===== config.mk =====
export PLATFORM = sky130hd
export DESIGN_NAME = counter_fifo_gen_flat
export DESIGN_NICKNAME = d
export VERILOG_FILES = /design/src/rtl/counter_fifo_gen_if.sv /design/src/rtl/counter_fifo_gen.sv /design/src/flat_wrapper.sv
export SDC_FILE = /design/constraint.sdc
export NUM_CORES = 1
export LEC_CHECK = 0
export ABC_AREA = 1
export CORE_ASPECT_RATIO = 0.9
export CORE_UTILIZATION = 43
export CTS_CLUSTER_DIAMETER = 30
export DETAILED_ROUTE_END_ITERATION = 12
export GPL_ROUTABILITY_DRIVEN = 0
export MAX_ROUTING_LAYER = met4
export PLACE_DENSITY = 0.68
export SYNTH_ARGS = -nofsm -noshare
export SYNTH_HDL_FRONTEND = slang
export SYNTH_SLANG_ARGS = --single-unit

===== constraint.sdc =====
create_clock -name CLK -period 3.1 [get_ports CLK]
set_input_delay 0.31 -clock CLK [delete_from_list [all_inputs] [get_ports CLK]]
set_output_delay 0.31 -clock CLK [all_outputs]
set_load 0.02 [all_outputs]

===== src/rtl/counter_fifo_gen_if.sv =====
// Bus bundle for counter_fifo_gen: write/read requests and counter clear in,
// read data, live counter, occupancy counts and status flags out.
interface counter_fifo_gen_if #(
  parameter int DATA_WIDTH = 20,
  parameter int DEPTH      = 64
);
  localparam int CNT_WIDTH = $clog2(DEPTH) + 1;

  logic                  en;
  logic                  rd_en;
  logic                  clr_cnt;
  logic [DATA_WIDTH-1:0] Q;
  logic                  RDVALID;
  logic [DATA_WIDTH-1:0] CNT;
  logic                  FULL;
  logic                  EMPTY;
  logic                  AFULL;
  logic                  AEMPTY;
  logic                  OVERFLOW;
  logic                  UNDERFLOW;
  logic [CNT_WIDTH-1:0]  WRCNT;
  logic [CNT_WIDTH-1:0]  RDCNT;

  modport master (
    output en, rd_en, clr_cnt,
    input  Q, RDVALID, CNT, FULL, EMPTY, AFULL, AEMPTY,
           OVERFLOW, UNDERFLOW, WRCNT, RDCNT
  );

  modport slave (
    input  en, rd_en, clr_cnt,
    output Q, RDVALID, CNT, FULL, EMPTY, AFULL, AEMPTY,
           OVERFLOW, UNDERFLOW, WRCNT, RDCNT
  );
endinterface


===== src/rtl/counter_fifo_gen.sv =====
// Pattern source for bring-up: a stepping up-counter pushes its value into a
// single-clock FIFO with a registered read port and occupancy-derived flags.
module counter_fifo_gen #(
  parameter int          DATA_WIDTH    = 20,
  parameter int          DEPTH         = 64,
  parameter int unsigned STEP          = 1,
  parameter int          AFULL_TH      = DEPTH - 4,
  parameter int          AEMPTY_TH     = 4,
  parameter bit          STALL_ON_FULL = 1'b0
) (
  input logic               CLK,
  input logic               RESET,
  counter_fifo_gen_if.slave bus
);
  localparam int ADDR_W    = $clog2(DEPTH);
  localparam int CNT_WIDTH = ADDR_W + 1;

  localparam logic [CNT_WIDTH-1:0]  DEPTH_C  = CNT_WIDTH'(DEPTH);
  localparam logic [CNT_WIDTH-1:0]  AFULL_C  = CNT_WIDTH'(AFULL_TH);
  localparam logic [CNT_WIDTH-1:0]  AEMPTY_C = CNT_WIDTH'(AEMPTY_TH);
  localparam logic [DATA_WIDTH-1:0] STEP_C   = DATA_WIDTH'(STEP);

  logic [DATA_WIDTH-1:0] mem [DEPTH];
  logic [ADDR_W-1:0]     wr_ptr;
  logic [ADDR_W-1:0]     rd_ptr;
  logic [CNT_WIDTH-1:0]  occ;
  logic [DATA_WIDTH-1:0] cnt_q;
  logic [DATA_WIDTH-1:0] cnt_d;
  logic [DATA_WIDTH-1:0] q_q;
  logic                  rdvalid_q;
  logic                  ovf_q;
  logic                  udf_q;
  logic                  full;
  logic                  empty;
  logic                  wr_ok;
  logic                  rd_ok;

  // Flags come from the occupancy register, so pointer wrap never aliases
  // full with empty.
  assign full  = (occ == DEPTH_C);
  assign empty = (occ == '0);

  // A read frees a slot in the same cycle, so a full FIFO still accepts a
  // write alongside it; there is no fall-through on an empty FIFO.
  assign rd_ok = bus.rd_en & ~empty;
  assign wr_ok = bus.en & (~full | rd_ok);

  // NOTE: every variable driven here gets a default first; a missed branch
  // would otherwise infer a latch.
  always_comb begin
    cnt_d = cnt_q;
    if (bus.clr_cnt) begin
      cnt_d = '0;
    end else if (bus.en & (wr_ok | ~STALL_ON_FULL)) begin
      cnt_d = cnt_q + STEP_C;
    end
  end

  // NOTE: storage array has no reset; clearing pointers and occupancy is what
  // empties the FIFO, and leaving the array unreset lets it map onto RAM.
  always_ff @(posedge CLK) begin
    if (!RESET && wr_ok) begin
      mem[wr_ptr] <= cnt_q;
    end
  end

  // NOTE: state updates use non-blocking assignments so every register
  // samples pre-edge values regardless of statement order.
  always_ff @(posedge CLK) begin
    if (RESET) begin
      wr_ptr    <= '0;
      rd_ptr    <= '0;
      occ       <= '0;
      cnt_q     <= '0;
      q_q       <= '0;
      rdvalid_q <= 1'b0;
      ovf_q     <= 1'b0;
      udf_q     <= 1'b0;
    end else begin
      if (wr_ok) begin
        wr_ptr <= wr_ptr + ADDR_W'(1);
      end
      if (rd_ok) begin
        rd_ptr <= rd_ptr + ADDR_W'(1);
        q_q    <= mem[rd_ptr];
      end
      rdvalid_q <= rd_ok;
      ovf_q     <= bus.en & ~wr_ok;
      udf_q     <= bus.rd_en & ~rd_ok;
      cnt_q     <= cnt_d;
      unique case ({wr_ok, rd_ok})
        2'b10:   occ <= occ + CNT_WIDTH'(1);
        2'b01:   occ <= occ - CNT_WIDTH'(1);
        default: occ <= occ;
      endcase
    end
  end

  assign bus.Q         = q_q;
  assign bus.RDVALID   = rdvalid_q;
  assign bus.CNT       = cnt_q;
  assign bus.FULL      = full;
  assign bus.EMPTY     = empty;
  assign bus.AFULL     = (occ >= AFULL_C);
  assign bus.AEMPTY    = (occ <= AEMPTY_C);
  assign bus.OVERFLOW  = ovf_q;
  assign bus.UNDERFLOW = udf_q;
  assign bus.WRCNT     = occ;
  assign bus.RDCNT     = DEPTH_C - occ;
endmodule


===== src/flat_wrapper.sv =====
// flat-port wrapper written by rule: the top's interface ports become plain ports
module counter_fifo_gen_flat 
#(
  parameter int          DATA_WIDTH    = 20,
  parameter int          DEPTH         = 64,
  parameter int unsigned STEP          = 1,
  parameter int          AFULL_TH      = DEPTH - 4,
  parameter int          AEMPTY_TH     = 4,
  parameter bit          STALL_ON_FULL = 1'b0
)
  (CLK, RESET, bus_en, bus_rd_en, bus_clr_cnt, bus_Q, bus_RDVALID, bus_CNT, bus_FULL, bus_EMPTY, bus_AFULL, bus_AEMPTY, bus_OVERFLOW, bus_UNDERFLOW, bus_WRCNT, bus_RDCNT);
  counter_fifo_gen_if #(.DATA_WIDTH(DATA_WIDTH), .DEPTH(DEPTH)) bus_i ();
  input logic CLK;
  input logic RESET;
  input wire logic [$bits(bus_i.en)-1:0] bus_en;
  input wire logic [$bits(bus_i.rd_en)-1:0] bus_rd_en;
  input wire logic [$bits(bus_i.clr_cnt)-1:0] bus_clr_cnt;
  output wire logic [$bits(bus_i.Q)-1:0] bus_Q;
  output wire logic [$bits(bus_i.RDVALID)-1:0] bus_RDVALID;
  output wire logic [$bits(bus_i.CNT)-1:0] bus_CNT;
  output wire logic [$bits(bus_i.FULL)-1:0] bus_FULL;
  output wire logic [$bits(bus_i.EMPTY)-1:0] bus_EMPTY;
  output wire logic [$bits(bus_i.AFULL)-1:0] bus_AFULL;
  output wire logic [$bits(bus_i.AEMPTY)-1:0] bus_AEMPTY;
  output wire logic [$bits(bus_i.OVERFLOW)-1:0] bus_OVERFLOW;
  output wire logic [$bits(bus_i.UNDERFLOW)-1:0] bus_UNDERFLOW;
  output wire logic [$bits(bus_i.WRCNT)-1:0] bus_WRCNT;
  output wire logic [$bits(bus_i.RDCNT)-1:0] bus_RDCNT;
  assign bus_i.en = bus_en;
  assign bus_i.rd_en = bus_rd_en;
  assign bus_i.clr_cnt = bus_clr_cnt;
  assign bus_Q = bus_i.Q;
  assign bus_RDVALID = bus_i.RDVALID;
  assign bus_CNT = bus_i.CNT;
  assign bus_FULL = bus_i.FULL;
  assign bus_EMPTY = bus_i.EMPTY;
  assign bus_AFULL = bus_i.AFULL;
  assign bus_AEMPTY = bus_i.AEMPTY;
  assign bus_OVERFLOW = bus_i.OVERFLOW;
  assign bus_UNDERFLOW = bus_i.UNDERFLOW;
  assign bus_WRCNT = bus_i.WRCNT;
  assign bus_RDCNT = bus_i.RDCNT;
  counter_fifo_gen #(.DATA_WIDTH(DATA_WIDTH), .DEPTH(DEPTH), .STEP(STEP), .AFULL_TH(AFULL_TH), .AEMPTY_TH(AEMPTY_TH), .STALL_ON_FULL(STALL_ON_FULL)) u_core (.CLK(CLK), .RESET(RESET), .bus(bus_i));
endmodule

; Word level (Yosys, flattened, before mapping)
; Memories as Yosys holds them, arrays and structs flattened. A register that Yosys moved wholly into a read port is not among the register bits.
; Cells that the tools add are included.
[totals]
elab_cells = 36
mem_bits_rw = 1280
register_bits = 42
in_bits = 5
mem_count = 1
[op_classes]
magnitude_cmp = 2
eq_ne = 3
n_bitwise = 9
reduce_logical = 5
n_addsub = 6
mux = 3
[memory_table]
columns = name, depth, word_bits, read_ports, rd_clocked_by_memory_dff, wr, line
row1 = u_core.mem, 64, 20, 1, 1, 1, counter_fifo_gen.sv:23  ; logic [DATA_WIDTH-1:0] mem [DEPTH];
[op_table]
columns = op, n
row1 = "20-bit by 1-bit adder with 20-bit output, second input constant", 1
row2 = 7-bit case mux with 2 select lines, 1
row3 = "6-bit by 1-bit adder with 6-bit output, second input constant", 2
row4 = "7-bit by 1-bit adder with 7-bit output, second input constant", 1
row5 = "7-bit == test, second input constant", 1
row6 = "7-bit by 6-bit >= comparator with 1-bit output, second input constant", 1
row7 = "7-bit by 3-bit less-or-equal comparator with 1-bit output, second input constant", 1
row8 = 7-bit logical NOT, 1
row9 = "7-bit by 1-bit subtractor with 7-bit output, second input constant", 1
row10 = "7-bit subtractor, first input constant", 1
row11 = 1-bit AND, 4
row12 = 1-bit inverter, 4
row13 = "2-bit by 1-bit == test with 1-bit output, second input constant", 1
row14 = "2-bit == test, second input constant", 1
row15 = 1-bit 2-to-1 mux, 2
row16 = 2-bit nonzero test, 1
row17 = 2-bit OR reduction, 1
row18 = 1-bit logical AND, 1
row19 = 1-bit logical NOT, 1
row20 = 1-bit bitwise OR, 1

; Longest topological paths before layout
[logic_depth]
ltp_word = 8
ltp_mapped = 21

; Worst setup path before layout
; No wires, ideal clock.
[synth_timing]
path_type = register to register
start = reg u_core.occ[0] (netlist: u_core.bus.WRCNT[0])
end = mem u_core.mem[0][0] (enable)
slack_ns = 0.165
path_stages_with_launch = 10
setup_time_ns = 0.397
t_arrival_ns = 2.538
path_buffers = 0
cell_sequence = dfxtp_1 -> inv_1 -> ha_1 -> inv_1 -> nor3_1 -> nand4_1 -> nand2_1 -> nor2_1 -> nand4_1 -> nor2_1
[synth_between]
elab_chain_len = 8
[synth_lines]
columns = element, line
row1 = start: declaration, counter_fifo_gen.sv:26  ; logic [CNT_WIDTH-1:0] occ;
row2 = start signal: assignment, counter_fifo_gen.sv:92  ; 2'b10: occ <= occ + CNT_WIDTH'(1);
row3 = start signal: assignment, counter_fifo_gen.sv:93  ; 2'b01: occ <= occ - CNT_WIDTH'(1);
row4 = 7-bit logical NOT, counter_fifo_gen.sv:41  ; assign empty = (occ == '0);
row5 = 1-bit inverter, counter_fifo_gen.sv:45  ; assign rd_ok = bus.rd_en & ~empty;
row6 = 1-bit AND, counter_fifo_gen.sv:45
row7 = 1-bit bitwise OR (*), counter_fifo_gen.sv:46  ; assign wr_ok = bus.en & (~full | rd_ok);
row8 = 1-bit AND (*), counter_fifo_gen.sv:46
row9 = 1-bit logical AND (*), counter_fifo_gen.sv:62  ; if (!RESET && wr_ok) begin
row10 = 1-bit 2-to-1 mux (*), counter_fifo_gen.sv:62
row11 = 1-bit 2-to-1 mux (implied by the code) (*), counter_fifo_gen.sv:63  ; mem[wr_ptr] <= cnt_q;
row12 = end: declaration, counter_fifo_gen.sv:23
; Mark *: on every way between the ends. The rest lies on a longest branch, timed or not.

; Final worst setup path
[layout_timing]
start = reg u_core.occ[1] (netlist: u_core.bus.WRCNT[1])
end = out bus_EMPTY
[layout_between]
elab_chain_len = 1
[layout_lines]
columns = element, line
row1 = 7-bit logical NOT, counter_fifo_gen.sv:41
row2 = end: declaration, flat_wrapper.sv:22  ; output wire logic [$bits(bus_i.EMPTY)-1:0] bus_EMPTY;
; No other way between the ends.

==> metrics.md <==
| Metric | Value |
|---|---|
| Critical path endpoint category | `primary output` |
| WHS | `0.202 ns` |
| Top sig layer | `met4` |
| DIE HEIGHT | `344 um` |
| Max Cap Violations | `0` |
| GR Overflow Total | `0` |
| Wirelength, routed | `153000 um` |
| Cell leakage power | `26.2 nW` |
| Syn Inst Count | `5205` |
| Final min period | `2.91 ns` |
| Synth top area share | `68.7%` |
| Total number of vias | `38900` |
| Yosys top cell by area | `edfxtp_1` |
| Crit path required time | `2.79 ns` |
| Part of the cycle the worst path needs | `93.9%` |
| Layout area overhead | `20.8%` |
| FP Rows | `125` |
| Initial antenna violation count | `3` |
| H-tree depth | `4` |
| Syn nets | `5220` |
| Sequential-to-total area share from yosys stat | `70.9%` |
| Iter 0 DRT Violations | `5240` |
| CP Launch Type | `register` |
| Synthesized cell area | `56000 sq um` |
| Max Freq | `344 MHz` |
| Post-DP HPWL | `84800 um` |
| CTS root buffer | `clkbuf_16` |
| Setup slack after layout | `0.189 ns` |
| Relative slew slack | `31.1%` |
| Top cells by area, synth | `edfxtp_1 69%, nand2_1 11%, nand3_1 6.3%` |
| Worst VDD drop | `0.570 mV` |
| Slew Limit Fails | `0` |
| Final net count | `5415` |
| TritonCTS clock tree | `yes` |
| Worst-Margin Slew | `1.03 ns` |
| Synth unique cells | `33` |
| Initial Util | `43.4%` |
| # IOs | `66` |
| CTS Sinks | `1342` |
| RSZ-0062 raised after global routing | `false` |
| Clk_lat worst skew | `0.81 ns` |
| Clk_skew | `0.0294 ns` |
| Dpl ws | `0.221 ns` |
| Pin count of the biggest net entering global routing | `131` |
| Critical path arrival | `2.60 ns` |
| Met1 wire length | `63800 um` |
| Final hold violations | `0` |
| Clock buffer count from CTS | `235` |
| Final Setup Violations | `0` |
| Post-route ant nets | `0` |
| Met2 WL | `68900 um` |
| Status | `finished clean` |
| FF+latch count, synth | `1342` |
| Type of the most critical hold path | `primary input to register` |
| Core area | `129000 sq um` |
| Initial DRT Pass Iterations | `6` |
| Die area | `132000 sq um` |
| Vias in the first global route | `36700` |
| GRT Total Usage | `23.7%` |
| Bufs on Longest Clock Path | `3` |
| Global-route wire length before repair | `227000 um` |
| Syn_area_per_cell | `10.8 sq um` |
| Wire per inst | `20.9 um` |
| Remaining DRCs | `0` |
| PD cells | `781 nW/um^2` |
| Worst Path Max Fanout | `5` |
| Clk slew on worst S/H paths | `0.05 ns` |
| Number of I/O port buffers | `65` |
| Fill count | `10600` |
| Die Wd | `382 um` |
| Ys Warns | `0` |
| WS Path Type | `register to primary output` |
| Setup TNS Final | `0 ns` |
| Share of layout cells above drive strength 1 | `12.0%` |
| Via/cell ratio | `5.31` |
| Wire length on met3 | `15500 um` |
-- per-layer routing --
metal	vias up	GRT usage (%)
li1	17900	-
met1	18600	32.7
met2	2068	35.2
met3	288	4.08
met4	0	8.78
met5	-	-
-- sequential cells by signal (all words and copies together) (netlist names) --
name	count
u_core.wr_ptr	6
u_core.rd_ptr	6
u_core.bus.OVERFLOW	1
u_core.bus.UNDERFLOW	1
u_core.bus.RDVALID	1
u_core.mem	1280
u_core.bus.WRCNT	7
u_core.bus.Q	20
u_core.bus.CNT	20
-- timing repair --
item | in CTS | in global routing
resized for setup | 1 | 2
endpoints found under the setup margin | 1 | 2
hold buffers | 0 | 0
buffers inserted | 0 | 0
-- power breakdown --
group          internal, mW  total, mW  switching, mW
combinational          1.92       6.15           4.24
clock                  17.5       26.7           9.20
sequential             19.7       20.0          0.242
total                  39.1       52.8           13.7
-- critical path, cell delays in order, from the launching register on --
cell and delay (ns):
dfxtp_1 0.36, inv_1 0.11, ha_1 0.16, inv_1 0.06, nor2_1 0.12, nand2_1 0.12, nor2_2 0.20, clkdlybuf4s50_1 0.67
-- cell usage after synthesis --
master / number
inv_1: 381
clkbuf_1: 118
nand2_1: 1641
a21o_1: 1
edfxtp_1: 1280
fa_1: 1
inv_2: 4
buf_4: 19
o21ai_0: 138
nor3b_1: 1
xnor2_1: 5
nor2_1: 539
inv_4: 1
dfxtp_1: 62
a31oi_1: 1
nor2_2: 2
o21ai_1: 1
clkinv_1: 1
nor4_1: 1
nand3_1: 703
a21oi_1: 109
nand3b_1: 1
a211oi_1: 1
xor2_1: 7
buf_6: 24
nor3_1: 17
nor3_2: 1
buf_1: 38
ha_1: 9
and3_1: 1
o21a_1: 1
nand4_1: 12
buf_2: 84
-- layout by cell type (no fill, tap or decap), types with 4 or more instances in the layout --
| cell | count |
|---|---|
| nand2_1 | 1640 |
| clkinv_2 | 37 |
| bufinv_16 | 38 |
| clkinv_4 | 17 |
| xnor2_1 | 5 |
| edfxtp_1 | 1280 |
| dfxtp_1 | 38 |
| nor2_1 | 474 |
| inv_6 | 25 |
| inv_16 | 4 |
| dfxtp_2 | 21 |
| nand4_1 | 12 |
| nor2_2 | 66 |
| clkbuf_1 | 25 |
| xor2_1 | 7 |
| o21ai_0 | 138 |
| inv_8 | 6 |
| nand3_1 | 703 |
| clkbuf_16 | 241 |
| inv_1 | 380 |
| clkinvlp_4 | 29 |
| nor3_1 | 17 |
| buf_12 | 30 |
| clkinv_1 | 22 |
| buf_4 | 146 |
| ha_1 | 9 |
| clkdlybuf4s50_1 | 63 |
| a21oi_1 | 109 |
-- cell families (layout without fill, tap and decap cells) --
family | Yosys count | in the layout | share of synthesized area, %
compound gates | 252 | 252 | 2.27
buf+inv | 670 | 1073 | 5.13
fa+ha+maj | 10 | 10 | 0.237
flops | 1342 | 1342 | 70.9
other cells | 0 | 3 | 0
simple gates | 2919 | 2919 | 21.3
xor+xnor | 12 | 12 | 0.188
-- final timing paths --
check | from | to | slack [ns] | cells past startpoint
max reg2reg | u_core.bus.WRCNT[1]$_SDFFE_PP0P_ | u_core.mem[34][11]$_DFFE_PP_ | 0.34 | 11
min reg2reg | u_core.bus.CNT[8]$_SDFFE_PP0P_ | u_core.bus.CNT[8]$_SDFFE_PP0P_ | 0.51 | 2
min | bus_rd_en | u_core.bus.UNDERFLOW$_SDFF_PP0_ | 0.20 | 3
max | u_core.bus.WRCNT[1]$_SDFFE_PP0P_ | bus_EMPTY | 0.19 | 7
-- layout make-up --
type | instances | area (sq um) | share of cell area, %
inverters | 387 | 1480 | 2.19
well taps | 1714 | 2140 | 3.17
diodes | 3 | 7.51 | 0.0111
repair buffers | 241 | 2350 | 3.47
clock buffers | 267 | 6140 | 9.08
multi-input cells | 3193 | 13600 | 20.1
clock inverters | 178 | 2190 | 3.25
flip-flops and latches | 1342 | 39700 | 58.7
-- per-stage QoR --
| stage | utilization (%) | std cells | power [mW] | cell area (sq um) |
|---|---|---|---|---|
| 4_1_cts | 52.4 | 7322 | 53.0 | 67600 |
| 5_1_grt | 52.4 | 7325 | 54.4 | 67600 |
| 2_1_floorplan | - | 5205 | 24.4 | 56000 |
| 3_3_place_gp | 45.9 | 6877 | 26.3 | 59300 |
| 6_report | 52.4 | 7325 | 52.8 | 67600 |
| 3_5_place_dp | 45.9 | 6877 | 26.4 | 59300 |
Note: power is estimated with default switching activity, not from simulation.
